===== config.mk =====
export PLATFORM = sky130hd
export DESIGN_NAME = wishbone_arbiter_flat
export DESIGN_NICKNAME = d
export VERILOG_FILES = /design/src/rtl/wishbone_arb_pkg.sv /design/src/rtl/wishbone_arbiter_if.sv /design/src/rtl/wb_rr_picker.sv /design/src/rtl/wishbone_arbiter.sv /design/src/flat_wrapper.sv
export SDC_FILE = /design/constraint.sdc
export NUM_CORES = 1
export LEC_CHECK = 0
export BUFFER_PORTS_ARGS = -buffer_cell sky130_fd_sc_hd__clkbuf_2
export CAP_MARGIN = 20
export CORE_AREA = 2 2 184 186
export DETAILED_ROUTE_END_ITERATION = 16
export DIE_AREA = 0 0 186 188
export PLACE_DENSITY = 0.48
export SLEW_MARGIN = 25
export SYNTH_ARGS = -nofsm -noshare
export SYNTH_HDL_FRONTEND = slang
export SYNTH_HIERARCHICAL = 1
export SYNTH_SLANG_ARGS = --single-unit
export TNS_END_PERCENT = 100

===== constraint.sdc =====
create_clock -name CLK_I -period 3.9 [get_ports CLK_I]
set_input_delay 0.78 -clock CLK_I [delete_from_list [all_inputs] [get_ports CLK_I]]
set_output_delay 0.78 -clock CLK_I [all_outputs]
set_load 0.02 [all_outputs]

===== src/rtl/wishbone_arb_pkg.sv =====
// ----------------------------------------------------------------------------
// wishbone_arb_pkg
//   Shared types and helpers for the Wishbone round-robin arbiter.
//   - arb_state_e : arbiter FSM state (idle / bus granted)
//   - cti_e       : Wishbone cycle-type encodings used on the bus
//   - gnt_idx_w() : width of a binary grant index for n masters
// ----------------------------------------------------------------------------
package wishbone_arb_pkg;

   typedef enum logic [0:0] {
      ARB_IDLE  = 1'b0,
      ARB_GRANT = 1'b1
   } arb_state_e;

   typedef enum logic [2:0] {
      CTI_CLASSIC = 3'b000,
      CTI_INCR    = 3'b010,
      CTI_EOB     = 3'b111
   } cti_e;

   // A single master still needs a one-bit index so vectors stay legal.
   function automatic int gnt_idx_w(input int n);
      return (n > 1) ? $clog2(n) : 1;
   endfunction

endpackage


===== src/rtl/wishbone_arbiter_if.sv =====
// ----------------------------------------------------------------------------
// wishbone_arbiter_if
//   Bundle of every bus signal around the arbiter: NUM_M packed master ports
//   on one side, the single shared slave port on the other, plus the grant.
//
//   Handshake: a master owns a bus tenure while its CYC is high; STB (only
//   meaningful with CYC) marks a valid request, and the transfer completes in
//   the cycle where STB is high together with exactly one of ACK/ERR/RTY.
//   There is no separate ready: the termination is the acceptance.
//
//   Modports:
//     master : the arbiter's view (samples M_*_I and S_*_I, drives the rest)
//     slave  : the environment's view (masters + slave model), the reverse
// ----------------------------------------------------------------------------
interface wishbone_arbiter_if #(
   parameter int NUM_M     = 4,
   parameter int WB_ADDR_W = 32,
   parameter int WB_DATA_W = 32
);
   localparam int SW = WB_DATA_W / 8;

   // master side
   logic [NUM_M-1:0]           M_CYC_I;
   logic [NUM_M-1:0]           M_STB_I;
   logic [NUM_M-1:0]           M_WE_I;
   logic [NUM_M-1:0]           M_LOCK_I;
   logic [NUM_M*WB_ADDR_W-1:0] M_ADR_I;
   logic [NUM_M*WB_DATA_W-1:0] M_DAT_I;
   logic [NUM_M*SW-1:0]        M_SEL_I;
   logic [NUM_M*3-1:0]         M_CTI_I;
   logic [NUM_M*2-1:0]         M_BTE_I;
   logic [WB_DATA_W-1:0]       M_DAT_O;
   logic [NUM_M-1:0]           M_ACK_O;
   logic [NUM_M-1:0]           M_ERR_O;
   logic [NUM_M-1:0]           M_RTY_O;

   // slave side
   logic                       S_CYC_O;
   logic                       S_STB_O;
   logic                       S_WE_O;
   logic                       S_LOCK_O;
   logic [WB_ADDR_W-1:0]       S_ADR_O;
   logic [WB_DATA_W-1:0]       S_DAT_O;
   logic [SW-1:0]              S_SEL_O;
   logic [2:0]                 S_CTI_O;
   logic [1:0]                 S_BTE_O;
   logic [WB_DATA_W-1:0]       S_DAT_I;
   logic                       S_ACK_I;
   logic                       S_ERR_I;
   logic                       S_RTY_I;

   // one-hot current owner
   logic [NUM_M-1:0]           GNT_O;

   modport master (
      input  M_CYC_I, M_STB_I, M_WE_I, M_LOCK_I, M_ADR_I, M_DAT_I, M_SEL_I,
             M_CTI_I, M_BTE_I, S_DAT_I, S_ACK_I, S_ERR_I, S_RTY_I,
      output M_DAT_O, M_ACK_O, M_ERR_O, M_RTY_O, S_CYC_O, S_STB_O, S_WE_O,
             S_LOCK_O, S_ADR_O, S_DAT_O, S_SEL_O, S_CTI_O, S_BTE_O, GNT_O
   );

   modport slave (
      output M_CYC_I, M_STB_I, M_WE_I, M_LOCK_I, M_ADR_I, M_DAT_I, M_SEL_I,
             M_CTI_I, M_BTE_I, S_DAT_I, S_ACK_I, S_ERR_I, S_RTY_I,
      input  M_DAT_O, M_ACK_O, M_ERR_O, M_RTY_O, S_CYC_O, S_STB_O, S_WE_O,
             S_LOCK_O, S_ADR_O, S_DAT_O, S_SEL_O, S_CTI_O, S_BTE_O, GNT_O
   );

endinterface


===== src/rtl/wb_rr_picker.sv =====
// ----------------------------------------------------------------------------
// wb_rr_picker
//   Combinational round-robin selector. Searches i_req starting at i_ptr+1
//   and wrapping, so the last winner (i_ptr) has the lowest priority.
//   Ports:
//     i_req     : request vector, one bit per master
//     i_ptr     : index of the previous winner
//     o_gnt_oh  : one-hot winner (zero when no request)
//     o_gnt_idx : binary winner index (zero when no request)
//     o_vld     : any request present
// ----------------------------------------------------------------------------
module wb_rr_picker
   import wishbone_arb_pkg::*;
#(
   parameter int NUM_M = 4,
   parameter int IW    = gnt_idx_w(NUM_M)
) (
   input  logic [NUM_M-1:0] i_req,
   input  logic [IW-1:0]    i_ptr,
   output logic [NUM_M-1:0] o_gnt_oh,
   output logic [IW-1:0]    o_gnt_idx,
   output logic             o_vld
);

   int w_j;

   always_comb begin
      o_gnt_oh  = '0;
      o_gnt_idx = '0;
      o_vld     = 1'b0;
      w_j       = 0;
      // i runs 1..NUM_M so the previous winner is examined last.
      for (int i = 1; i <= NUM_M; i++) begin
         w_j = int'(i_ptr) + i;
         if (w_j >= NUM_M) w_j = w_j - NUM_M;
         if (!o_vld && i_req[w_j]) begin
            o_vld         = 1'b1;
            o_gnt_idx     = IW'(w_j);
            o_gnt_oh[w_j] = 1'b1;
         end
      end
   end

endmodule


===== src/rtl/wishbone_arbiter.sv =====
// ----------------------------------------------------------------------------
// wishbone_arbiter
//   Shares one Wishbone slave between NUM_M masters. Round-robin decision is
//   made once per tenure in IDLE; the grant is then held while the owner keeps
//   CYC high, or keeps LOCK high between cycles. One IDLE cycle separates
//   consecutive tenures.
//   Ports:
//     CLK_I        : clock
//     RST_I        : asynchronous active-low reset
//     bus          : wishbone_arbiter_if.master (masters, slave, GNT_O)
//     o_dbg_state  : current FSM state
//     o_dbg_to_cnt : stall counter (always zero without the timeout feature)
//   Optional: define WB_ARB_TIMEOUT_EN to abort a request that stalls for
//   TIMEOUT_CYC cycles with a one-cycle ERR to the owner.
// ----------------------------------------------------------------------------
module wishbone_arbiter
   import wishbone_arb_pkg::*;
#(
   parameter int NUM_M       = 4,
   parameter int WB_ADDR_W   = 32,
   parameter int WB_DATA_W   = 32,
   parameter int TIMEOUT_CYC = 16
) (
   input  logic                           CLK_I,
   input  logic                           RST_I,
   wishbone_arbiter_if.master             bus,
   output arb_state_e                     o_dbg_state,
   output logic [$clog2(TIMEOUT_CYC):0]   o_dbg_to_cnt
);

   localparam int IW   = gnt_idx_w(NUM_M);
   localparam int SW   = WB_DATA_W / 8;
   localparam int TO_W = $clog2(TIMEOUT_CYC) + 1;

   arb_state_e       r_state;
   logic [NUM_M-1:0] r_gnt;
   logic [IW-1:0]    r_gnt_idx;
   logic [IW-1:0]    r_ptr;

   logic [NUM_M-1:0] w_pick_oh;
   logic [IW-1:0]    w_pick_idx;
   logic             w_pick_vld;

   logic             w_active;
   logic             w_m_cyc;
   logic             w_m_lock;
   logic             w_s_cyc;
   logic             w_stb_raw;
   logic             w_to_hit;

   wb_rr_picker #(
      .NUM_M (NUM_M),
      .IW    (IW)
   ) u_picker (
      .i_req     (bus.M_CYC_I),
      .i_ptr     (r_ptr),
      .o_gnt_oh  (w_pick_oh),
      .o_gnt_idx (w_pick_idx),
      .o_vld     (w_pick_vld)
   );

   assign w_active  = (r_state == ARB_GRANT);
   assign w_m_cyc   = bus.M_CYC_I[r_gnt_idx];
   assign w_m_lock  = bus.M_LOCK_I[r_gnt_idx];
   assign w_s_cyc   = w_active & w_m_cyc;
   assign w_stb_raw = w_s_cyc & bus.M_STB_I[r_gnt_idx];

   // --------------------------------------------------------------------------
   // Arbitration FSM. The grant is registered; the data path below is a pure
   // mux of the owner's signals, so reset clears the slave strobes at once.
   // --------------------------------------------------------------------------
   always_ff @(posedge CLK_I or negedge RST_I) begin
      if (!RST_I) begin
         r_state   <= ARB_IDLE;
         r_gnt     <= '0;
         r_gnt_idx <= '0;
         r_ptr     <= IW'(NUM_M - 1);   // master 0 searched first
      end else begin
         case (r_state)
            ARB_IDLE: begin
               if (w_pick_vld) begin
                  r_gnt     <= w_pick_oh;
                  r_gnt_idx <= w_pick_idx;
                  r_ptr     <= w_pick_idx;
                  r_state   <= ARB_GRANT;
               end
            end
            ARB_GRANT: begin
               // LOCK keeps ownership across a gap in CYC.
               if (!w_m_cyc && !w_m_lock) begin
                  r_gnt   <= '0;
                  r_state <= ARB_IDLE;
               end
            end
            default: begin
               r_gnt   <= '0;
               r_state <= ARB_IDLE;
            end
         endcase
      end
   end

   assign bus.GNT_O   = r_gnt;
   assign o_dbg_state = r_state;

   // --------------------------------------------------------------------------
   // Stall timeout
   // --------------------------------------------------------------------------
`ifdef WB_ARB_TIMEOUT_EN
   logic [TO_W-1:0] r_to_cnt;
   logic            w_term;

   assign w_term   = bus.S_ACK_I | bus.S_ERR_I | bus.S_RTY_I;
   assign w_to_hit = w_stb_raw & ~w_term & (r_to_cnt == TO_W'(TIMEOUT_CYC - 1));

   always_ff @(posedge CLK_I or negedge RST_I) begin
      if (!RST_I) begin
         r_to_cnt <= '0;
      end else if (!w_stb_raw || w_term || w_to_hit) begin
         // Also covers state changes: STB is never raw-valid outside GRANT.
         r_to_cnt <= '0;
      end else begin
         r_to_cnt <= r_to_cnt + TO_W'(1);
      end
   end

   assign o_dbg_to_cnt = r_to_cnt;
`else
   assign w_to_hit     = 1'b0;
   assign o_dbg_to_cnt = '0;
`endif

   // --------------------------------------------------------------------------
   // Bus mux and termination routing
   // --------------------------------------------------------------------------
   always_comb begin
      bus.S_CYC_O  = w_s_cyc;
      bus.S_STB_O  = w_stb_raw & ~w_to_hit;
      bus.S_WE_O   = w_active & bus.M_WE_I[r_gnt_idx];
      bus.S_LOCK_O = w_active & w_m_lock;
      bus.S_ADR_O  = '0;
      bus.S_DAT_O  = '0;
      bus.S_SEL_O  = '0;
      bus.S_CTI_O  = CTI_CLASSIC;
      bus.S_BTE_O  = '0;
      if (w_active) begin
         bus.S_ADR_O = bus.M_ADR_I[r_gnt_idx*WB_ADDR_W +: WB_ADDR_W];
         bus.S_DAT_O = bus.M_DAT_I[r_gnt_idx*WB_DATA_W +: WB_DATA_W];
         bus.S_SEL_O = bus.M_SEL_I[r_gnt_idx*SW +: SW];
         bus.S_CTI_O = bus.M_CTI_I[r_gnt_idx*3 +: 3];
         bus.S_BTE_O = bus.M_BTE_I[r_gnt_idx*2 +: 2];
      end

      bus.M_DAT_O = bus.S_DAT_I;
      bus.M_ACK_O = '0;
      bus.M_ERR_O = '0;
      bus.M_RTY_O = '0;
      // Terminations while the slave sees no cycle are stray and dropped.
      if (w_s_cyc) begin
         bus.M_ACK_O[r_gnt_idx] = bus.S_ACK_I;
         bus.M_ERR_O[r_gnt_idx] = bus.S_ERR_I | w_to_hit;
         bus.M_RTY_O[r_gnt_idx] = bus.S_RTY_I;
      end
   end

endmodule

===== src/flat_wrapper.sv =====
// flat-port wrapper written by rule: the top's interface ports become plain ports
module wishbone_arbiter_flat import wishbone_arb_pkg::*;
#(
   parameter int NUM_M       = 4,
   parameter int WB_ADDR_W   = 32,
   parameter int WB_DATA_W   = 32,
   parameter int TIMEOUT_CYC = 16
)
  (CLK_I, RST_I, o_dbg_state, o_dbg_to_cnt, bus_M_CYC_I, bus_M_STB_I, bus_M_WE_I, bus_M_LOCK_I, bus_M_ADR_I, bus_M_DAT_I, bus_M_SEL_I, bus_M_CTI_I, bus_M_BTE_I, bus_S_DAT_I, bus_S_ACK_I, bus_S_ERR_I, bus_S_RTY_I, bus_M_DAT_O, bus_M_ACK_O, bus_M_ERR_O, bus_M_RTY_O, bus_S_CYC_O, bus_S_STB_O, bus_S_WE_O, bus_S_LOCK_O, bus_S_ADR_O, bus_S_DAT_O, bus_S_SEL_O, bus_S_CTI_O, bus_S_BTE_O, bus_GNT_O);
  wishbone_arbiter_if #(.NUM_M(NUM_M), .WB_ADDR_W(WB_ADDR_W), .WB_DATA_W(WB_DATA_W)) bus_i ();
  input  logic CLK_I;
  input  logic RST_I;
  output arb_state_e o_dbg_state;
  output logic [$clog2(TIMEOUT_CYC):0] o_dbg_to_cnt;
  input wire logic [$bits(bus_i.M_CYC_I)-1:0] bus_M_CYC_I;
  input wire logic [$bits(bus_i.M_STB_I)-1:0] bus_M_STB_I;
  input wire logic [$bits(bus_i.M_WE_I)-1:0] bus_M_WE_I;
  input wire logic [$bits(bus_i.M_LOCK_I)-1:0] bus_M_LOCK_I;
  input wire logic [$bits(bus_i.M_ADR_I)-1:0] bus_M_ADR_I;
  input wire logic [$bits(bus_i.M_DAT_I)-1:0] bus_M_DAT_I;
  input wire logic [$bits(bus_i.M_SEL_I)-1:0] bus_M_SEL_I;
  input wire logic [$bits(bus_i.M_CTI_I)-1:0] bus_M_CTI_I;
  input wire logic [$bits(bus_i.M_BTE_I)-1:0] bus_M_BTE_I;
  input wire logic [$bits(bus_i.S_DAT_I)-1:0] bus_S_DAT_I;
  input wire logic [$bits(bus_i.S_ACK_I)-1:0] bus_S_ACK_I;
  input wire logic [$bits(bus_i.S_ERR_I)-1:0] bus_S_ERR_I;
  input wire logic [$bits(bus_i.S_RTY_I)-1:0] bus_S_RTY_I;
  output wire logic [$bits(bus_i.M_DAT_O)-1:0] bus_M_DAT_O;
  output wire logic [$bits(bus_i.M_ACK_O)-1:0] bus_M_ACK_O;
  output wire logic [$bits(bus_i.M_ERR_O)-1:0] bus_M_ERR_O;
  output wire logic [$bits(bus_i.M_RTY_O)-1:0] bus_M_RTY_O;
  output wire logic [$bits(bus_i.S_CYC_O)-1:0] bus_S_CYC_O;
  output wire logic [$bits(bus_i.S_STB_O)-1:0] bus_S_STB_O;
  output wire logic [$bits(bus_i.S_WE_O)-1:0] bus_S_WE_O;
  output wire logic [$bits(bus_i.S_LOCK_O)-1:0] bus_S_LOCK_O;
  output wire logic [$bits(bus_i.S_ADR_O)-1:0] bus_S_ADR_O;
  output wire logic [$bits(bus_i.S_DAT_O)-1:0] bus_S_DAT_O;
  output wire logic [$bits(bus_i.S_SEL_O)-1:0] bus_S_SEL_O;
  output wire logic [$bits(bus_i.S_CTI_O)-1:0] bus_S_CTI_O;
  output wire logic [$bits(bus_i.S_BTE_O)-1:0] bus_S_BTE_O;
  output wire logic [$bits(bus_i.GNT_O)-1:0] bus_GNT_O;
  assign bus_i.M_CYC_I = bus_M_CYC_I;
  assign bus_i.M_STB_I = bus_M_STB_I;
  assign bus_i.M_WE_I = bus_M_WE_I;
  assign bus_i.M_LOCK_I = bus_M_LOCK_I;
  assign bus_i.M_ADR_I = bus_M_ADR_I;
  assign bus_i.M_DAT_I = bus_M_DAT_I;
  assign bus_i.M_SEL_I = bus_M_SEL_I;
  assign bus_i.M_CTI_I = bus_M_CTI_I;
  assign bus_i.M_BTE_I = bus_M_BTE_I;
  assign bus_i.S_DAT_I = bus_S_DAT_I;
  assign bus_i.S_ACK_I = bus_S_ACK_I;
  assign bus_i.S_ERR_I = bus_S_ERR_I;
  assign bus_i.S_RTY_I = bus_S_RTY_I;
  assign bus_M_DAT_O = bus_i.M_DAT_O;
  assign bus_M_ACK_O = bus_i.M_ACK_O;
  assign bus_M_ERR_O = bus_i.M_ERR_O;
  assign bus_M_RTY_O = bus_i.M_RTY_O;
  assign bus_S_CYC_O = bus_i.S_CYC_O;
  assign bus_S_STB_O = bus_i.S_STB_O;
  assign bus_S_WE_O = bus_i.S_WE_O;
  assign bus_S_LOCK_O = bus_i.S_LOCK_O;
  assign bus_S_ADR_O = bus_i.S_ADR_O;
  assign bus_S_DAT_O = bus_i.S_DAT_O;
  assign bus_S_SEL_O = bus_i.S_SEL_O;
  assign bus_S_CTI_O = bus_i.S_CTI_O;
  assign bus_S_BTE_O = bus_i.S_BTE_O;
  assign bus_GNT_O = bus_i.GNT_O;
  wishbone_arbiter #(.NUM_M(NUM_M), .WB_ADDR_W(WB_ADDR_W), .WB_DATA_W(WB_DATA_W), .TIMEOUT_CYC(TIMEOUT_CYC)) u_core (.CLK_I(CLK_I), .RST_I(RST_I), .bus(bus_i), .o_dbg_state(o_dbg_state), .o_dbg_to_cnt(o_dbg_to_cnt));
endmodule

==> results.md, run 1 <==
- Outcome: complete, no violations
- Detailed Place HPWL: 17.9 mm
- DRC viols: 0
- Post-Syn Area: 3810 sq um
- Area contributors post-synth: mux4_2 48%, and2_1 15%, buf_4 7.3%, dfrtp_1 4.6%, buf_6 3.0%
- Synthesis-stage register bit count: 9
- Initial Utilization: 11.5%
- Critical Path Source: u_core/r_ptr[1]$_DFFE_PN1P_
- Final worst path period need: 3.33 ns
- Commonest cells in the synthesized netlist: 89 x and2_1, 81 x mux4_2, 37 x buf_4
- CTS clk-pin slew, worst paths: roughly 0.040 ns
- HP Class: input pin to asynchronous set/reset pin
- Nature of the critical path startpoint: flop
- Setup crit end kind: flop
- Post-CTS Setup Bufs: 0
- DRT Pass-1 Iters: 4
- Post-synthesis sequential area ratio: 5.98%
- GRT Util Overall: 10.7%
- Worst path required time: 4.05 ns
- Rel. slew slack: 52.7%
- Tcrit/Tclk final: 85.5%
- Dpl cell area: 6010 sq um
- RSZ-0062 raised after global routing: false
- Final setup viols: 0
- CTS Buf Count: 3
- Number of max-cap violations: 0
- Hold-fix buffers, CTS: 0
- DR vias: between 4000 and 5000
- First-pass GRT wire length: 27.6 mm
- First DRT Iteration DRCs: 227
- Minimum hold slack: 0.394 ns
- Post-synthesis average cell area: 10.8 sq um
- Number of global-route vias before repair: approximately 4400
- Most common cell in the netlist: and2_1
- Pin count of the biggest net entering global routing: 51
- ANT cells: 0
- Layout cells sized above 1: 72.0%
- RR Startpoint: u_core/r_ptr[1]$_DFFE_PN1P_
- Maximum clock rate: 300 MHz
- Share of the synthesized area in the top cell type: 47.9%
- Crit path capture: u_core/bus.GNT_O[3]$_DFFE_PN0P_
- # fillers: 3711
- Clock Skews: 0.00141 ns
- Initial antenna violation count: 3
- Cell Count, Final, Fillers Out: ~1100
- GRT Residual Overflow: 0
- Distinct cells, synth: 39
- Worst vdd ir: around 0.00026 V
- Hold Fails Final Rpt: 0
- Worst R2R End: u_core/bus.GNT_O[3]$_DFFE_PN0P_
- Yosys warnings: 6
- CTS Sinks: 9
- Post-layout nets: 1054
- Worst R2R Setup Slack: about 0.57 ns
- Setup TNS: 0 ns
- Synth async-reset ratio: 100%
- Count of input and output buffers: 406
- Wire length per cell: around 18 um
- Root Driver: clkbuf_16
- Core area: 33100 sq um
- CTS H-Tree Depth: 1
- Cells after DPL: 1144
- Core Util, Final: 18.4%
- Ys flop type: dfrtp_1
- Die width: 186 um
- Post-CTS resize count: 0
- Post-route cell area: 6090 sq um
- Number of synthesized flops with an enable pin: 0
- Area Growth Syn to Fin: 59.8%
- # IOs: roughly 480
- Max-slew violation count: 0
- Worst reg2reg path depth: 8
- Power Density: 706 nW/um^2
- RD Place Congestion: 0.809
- Vias per cell: just under 4
- Crit path arrival time: ~3.5 ns
- Num rows: 67
- Critical path class: flop to flop
- Full die area: 35000 sq um
- Height of the die: 188 um
- Worst-margin pin slew: 0.700 ns
- Clk_lat worst skew: 0.24 ns
- Mapped Cells: 353
- TritonCTS clock tree: yes
- Final WL: 20.6 mm
- Synth area leader: mux4_2
- Leakage: 2.93 nW
- Longest Clk Path Bufs: 2
- Max FO, Critical Path: 14
- Final antenna-violating net count: 0
report_power, final:
group	internal (mW)	total [mW]	leakage [nW]	switching (mW)
clock	0.135	0.181	0.0409	0.0460
combinational	1.70	3.82	2.79	2.12
sequential	0.153	0.291	0.105	0.138
worst min-delay path by stage:
stage | to | slack, ns
after floorplan | u_core/r_ptr[1]$_DFFE_PN1P_ | 0.47
after global placement | u_core/bus.GNT_O[3]$_DFFE_PN0P_ | 0.57
after detailed placement | u_core/bus.GNT_O[1]$_DFFE_PN0P_ | 0.57
after CTS | u_core/r_gnt_idx[0]$_DFFE_PN0P_ | 0.40
after global routing | u_core/r_gnt_idx[0]$_DFFE_PN0P_ | 0.41
final | u_core/r_gnt_idx[0]$_DFFE_PN0P_ | 0.39
layer usage:
layer  track usage (%)  vias to the layer above  wire, um
met1              14.0                     2188      8600
li1                  -                     2014         -
met5                 0                        -        46
met3              1.88                       16      1650
met2              18.2                      248     10000
met4              2.30                        6       230
flip-flops by register name (all words and copies together), names as in the netlist:
name                count
u_core/r_ptr            2
u_core/r_gnt_idx        2
u_core/o_dbg_state      1
u_core/bus.GNT_O        4
layout make-up:
type                       count  area [sq um]  area share, %
clock buffer                   3          75.1           1.23
clock inverter                 1          5.00         0.0822
inverter                       3          11.3          0.185
multi-input combinational    272          3080           50.7
sequential                     9           236           3.89
tap                          448           561           9.21
timing repair buffer         412          2110           34.7
critical path: stages (launching register included):
cell and delay [ns]:
dfstp_2 0.69, inv_1 0.18, ha_1 0.54, mux4_2 0.66, or2_1 0.29, nor3b_1 0.44
o2bb2ai_1 0.19, mux2i_1 0.10, o22ai_1 0.16
through the flow:
| step | worst slack, ns | total power, mW |
|---|---|---|
| after floorplan | 0.442 | 3.02 |
| after global placement | 0.663 | 4.16 |
| after detailed placement | 0.590 | 4.14 |
| after CTS | 0.588 | 4.35 |
| after global routing | 0.359 | 4.60 |
| final | 0.566 | 4.29 |
placed cells by master (no fill, tap or decap), types with 2 or more instances in the layout:
| master | instances |
|---|---|
| nor3b_1 | 2 |
| nand2b_1 | 7 |
| buf_12 | 3 |
| nand4_1 | 2 |
| o2bb2ai_1 | 4 |
| and2_1 | 89 |
| mux4_2 | 81 |
| dfstp_2 | 2 |
| conb_1 | 5 |
| clkbuf_16 | 3 |
| dfrtp_4 | 2 |
| a211oi_1 | 4 |
| nand2_1 | 19 |
| ha_1 | 8 |
| nor2b_1 | 5 |
| o22ai_1 | 14 |
| buf_4 | 3 |
| and4b_1 | 2 |
| dfrtp_1 | 4 |
| and3_1 | 2 |
| clkbuf_2 | 406 |
| inv_1 | 3 |
| nor2_1 | 3 |
| mux2i_1 | 9 |
| o21a_1 | 2 |
kinds of logic (layout without fill, tap and decap cells):
logic type / Yosys count / count (layout) / synth area share (%)
AO/OA/AOI/OAI: 30 / 30 / 5.49
adder cells (fa/ha/maj): 8 / 8 / 2.63
buffers and inverters: 76 / 419 / 13.5
flip-flops: 9 / 9 / 5.98
multiplexers: 91 / 91 / 50.6
other: 1 / 5 / 0.0985
AND/OR/NAND/NOR: 138 / 138 / 21.8
(Power assumes the default switching activity.)
==> run 2, diff against run 1 <==
--- a/config.mk
+++ b/config.mk
@@ -5,7 +5,7 @@
 export SDC_FILE = /design/constraint.sdc
 export NUM_CORES = 1
 export LEC_CHECK = 0
-export BUFFER_PORTS_ARGS = -buffer_cell sky130_fd_sc_hd__clkbuf_2
+export BUFFER_PORTS_ARGS = -buffer_cell sky130_fd_sc_hd__buf_2
 export CAP_MARGIN = 20
 export CORE_AREA = 2 2 184 186
 export DETAILED_ROUTE_END_ITERATION = 16
==> run 2 against run 1 <==
Register-to-register slack got worse by 0.06 ns; wire length rose by 2.7%; global-route usage rose by 0.22 points; critical path type unchanged; critical endpoint is now u_core/bus.GNT_O[1]$_DFFE_PN0P_; largest power group unchanged.
==> results.md, run 2 (same netlist as run 1, synthesis figures left out) <==
- Setup crit end kind: flop
- Crit path capture: u_core/bus.GNT_O[1]$_DFFE_PN0P_
- RSZ-0062 raised after global routing: false
- Longest Clk Path Bufs: 2 (unchanged)
- Register Area: 236 sq um (unchanged)
- Num rows: 67 (unchanged)
- Die width: 186 um (unchanged)
- Most frequent cells in the layout: 406 x buf_2, 89 x and2_1, 81 x mux4_2, 19 x nand2_1, 14 x o22ai_1
- Number of max-cap violations: 0 (unchanged)
- Worst-margin pin slew: 0.935 ns (+0.235 ns)
- Nature of the critical path startpoint: flop
- Detailed Place HPWL: 18.1 mm (+1.4%)
- Cell at the slowest stage of the critical path: dfstp_2
- CTS Sinks: 9 (unchanged)
- Hold-fix buffers, CTS: 0 (unchanged)
- Maximum clock rate: 295 MHz (-1.7%)
- Worst path bufs/invs: 1 (unchanged)
- Clk_lat worst skew: 0.23 ns (about the same)
- Rel. slew slack: 37.7% (-15 points)
- # fillers: 3722 (+0.30%)
- Worst path required time: 4.05 ns (about the same)
- Cells along the critical path: inv_1 > ha_1 > mux4_2 > or2_1 > nor3b_1 > o2bb2ai_1 > mux2i_1 > o22ai_1
- Post-CTS resize count: 0 (unchanged)
- Commonest non-fill, non-tap cell in the layout: buf_2
- Setup TNS: 0 ns (unchanged)
- Critical path class: flop to flop
- First DRT Iteration DRCs: 266 (+17%)
- Count of input and output buffers: 406 (unchanged)
- Cell Count, Final, Fillers Out: 1152 (+0.35%)
- RD Place Congestion: 0.793 (-2.1%)
- Outcome: complete, no violations
- Initial Utilization: 11.5% (unchanged)
- DRT Pass-1 Iters: 4 (unchanged)
- GRT Util Overall: 10.9% (+0.22 points)
- Leakage: 2.90 nW (-0.99%)
- Final antenna-violating net count: 0 (unchanged)
- CTS Buf Count: 3 (unchanged)
- Final WL: 21.1 mm (+2.7%)
- Crit path max-delay family: multiplexers
- Full die area: 35000 sq um (unchanged)
- # IOs: 476 (unchanged)
- Area of the multi-input gates: 3080 sq um (unchanged)
- Worst vdd ir: 0.000213 V (-18%)
- Worst R2R End: u_core/bus.GNT_O[1]$_DFFE_PN0P_
- Tcrit/Tclk final: 86.9% (+1.5 points)
- Max-slew violation count: 0 (unchanged)
- Hold Fails Final Rpt: 0 (unchanged)
- Vias per cell: 3.95 (+1.3%)
- Number of global-route vias before repair: 4497 (+3.2%)
- CTS H-Tree Depth: 1 (unchanged)
- Final worst path period need: 3.39 ns (+0.0572 ns)
- Max FO, Critical Path: 14 (unchanged)
- Core area: 33100 sq um (unchanged)
- Power Density: 707 nW/um^2 (+0.26%)
- Worst reg2reg path depth: 8 (unchanged)
- DR vias: 4546 (+1.7%)
- Largest stage delay on the critical path: 0.69 ns (about the same)
- Area Growth Syn to Fin: 60.2%
- Crit path arrival time: 3.54 ns (+0.05 ns)
- Crit path depth: 8 (unchanged)
- CTS clk-pin slew, worst paths: 0.04 ns (about the same)
- Pin count of the biggest net entering global routing: 62 (+22%)
- Worst Setup Slack post-DPL: 0.556 ns (-0.0334 ns)
- GRT Residual Overflow: 0 (unchanged)
- Critical Path Source: u_core/r_ptr[1]$_DFFE_PN1P_
- Worst setup margin: 0.509 ns (-0.0572 ns)
- Clock Skews: 0.00255 ns (+0.00114 ns)
- Core Util, Final: 18.4% (+0.049 points)
- Cells after DPL: 1148 (+0.35%)
- HP Class: input pin to asynchronous set/reset pin
- Worst R2R Setup Slack: 0.51 ns (-0.06 ns)
- ANT cells: 0 (unchanged)
- Root Driver: clkbuf_16
- RR Startpoint: u_core/r_ptr[1]$_DFFE_PN1P_
- Minimum hold slack: 0.397 ns (+0.00279 ns)
- First-pass GRT wire length: 28.4 mm (+2.7%)
- DRC viols: 0 (unchanged)
- Post-CTS Setup Bufs: 0 (unchanged)
- Layout cells sized above 1: 72.0% (about the same)
- TritonCTS clock tree: yes
- Max reg flops: 4 (unchanged)
- Final setup viols: 0 (unchanged)
- Post-layout nets: 1058 (+0.38%)
- Height of the die: 188 um (unchanged)
- Initial antenna violation count: 5 (+2)
- Wire length per cell: 18.3 um (+2.4%)
==> run 2: per-stage QoR <==
stage | area (sq um) | power, mW
global route | 6100 | 4.61
global placement | 6020 | 4.17
floorplan | 3820 | 3.02
CTS | 6100 | 4.37
detailed placement | 6020 | 4.16
finish | 6100 | 4.32
==> run 2: where the power goes <==
part,internal [mW],switching [mW]
Sequential,0.149,0.314
Combinational,1.73,1.94
Clock,0.137,0.0458
Total,2.02,2.30
==> run 2: worst min-delay path by stage <==
stage | startpoint | to | slack [ns] | cells after the start
CTS | RST_I | u_core/r_gnt_idx[0]$_DFFE_PN0P_ | 0.40 | 1
detailed placement | u_core/bus.GNT_O[1]$_DFFE_PN0P_ | u_core/bus.GNT_O[1]$_DFFE_PN0P_ | 0.56 | 2
global route | RST_I | u_core/r_gnt_idx[0]$_DFFE_PN0P_ | 0.41 | 1
global placement | u_core/bus.GNT_O[1]$_DFFE_PN0P_ | u_core/bus.GNT_O[1]$_DFFE_PN0P_ | 0.58 | 2
floorplan | u_core/r_ptr[1]$_DFFE_PN1P_ | u_core/r_ptr[1]$_DFFE_PN1P_ | 0.47 | 2
finish | RST_I | u_core/r_gnt_idx[1]$_DFFE_PN0P_ | 0.40 | 1
==> run 2: final cells by class <==
cell class              count  share of cell area [%]
multi-input cells         272                    50.5
repair buffers            416                    34.9
well taps                 448                    9.19
flip-flops and latches      9                    3.88
clock buffers               4                    1.29
inverters                   3                   0.185
==> run 2: per-layer routing <==
metal	vias to the layer above	part of all wire, %	track usage, %	wire length [um]
met5	-	0.33	0	69
met4	10	1.5	2.21	317
met3	22	8.2	1.86	1740
met2	250	48	18.8	10200
met1	2250	41	14.2	8760
li1	2014	-	-	-
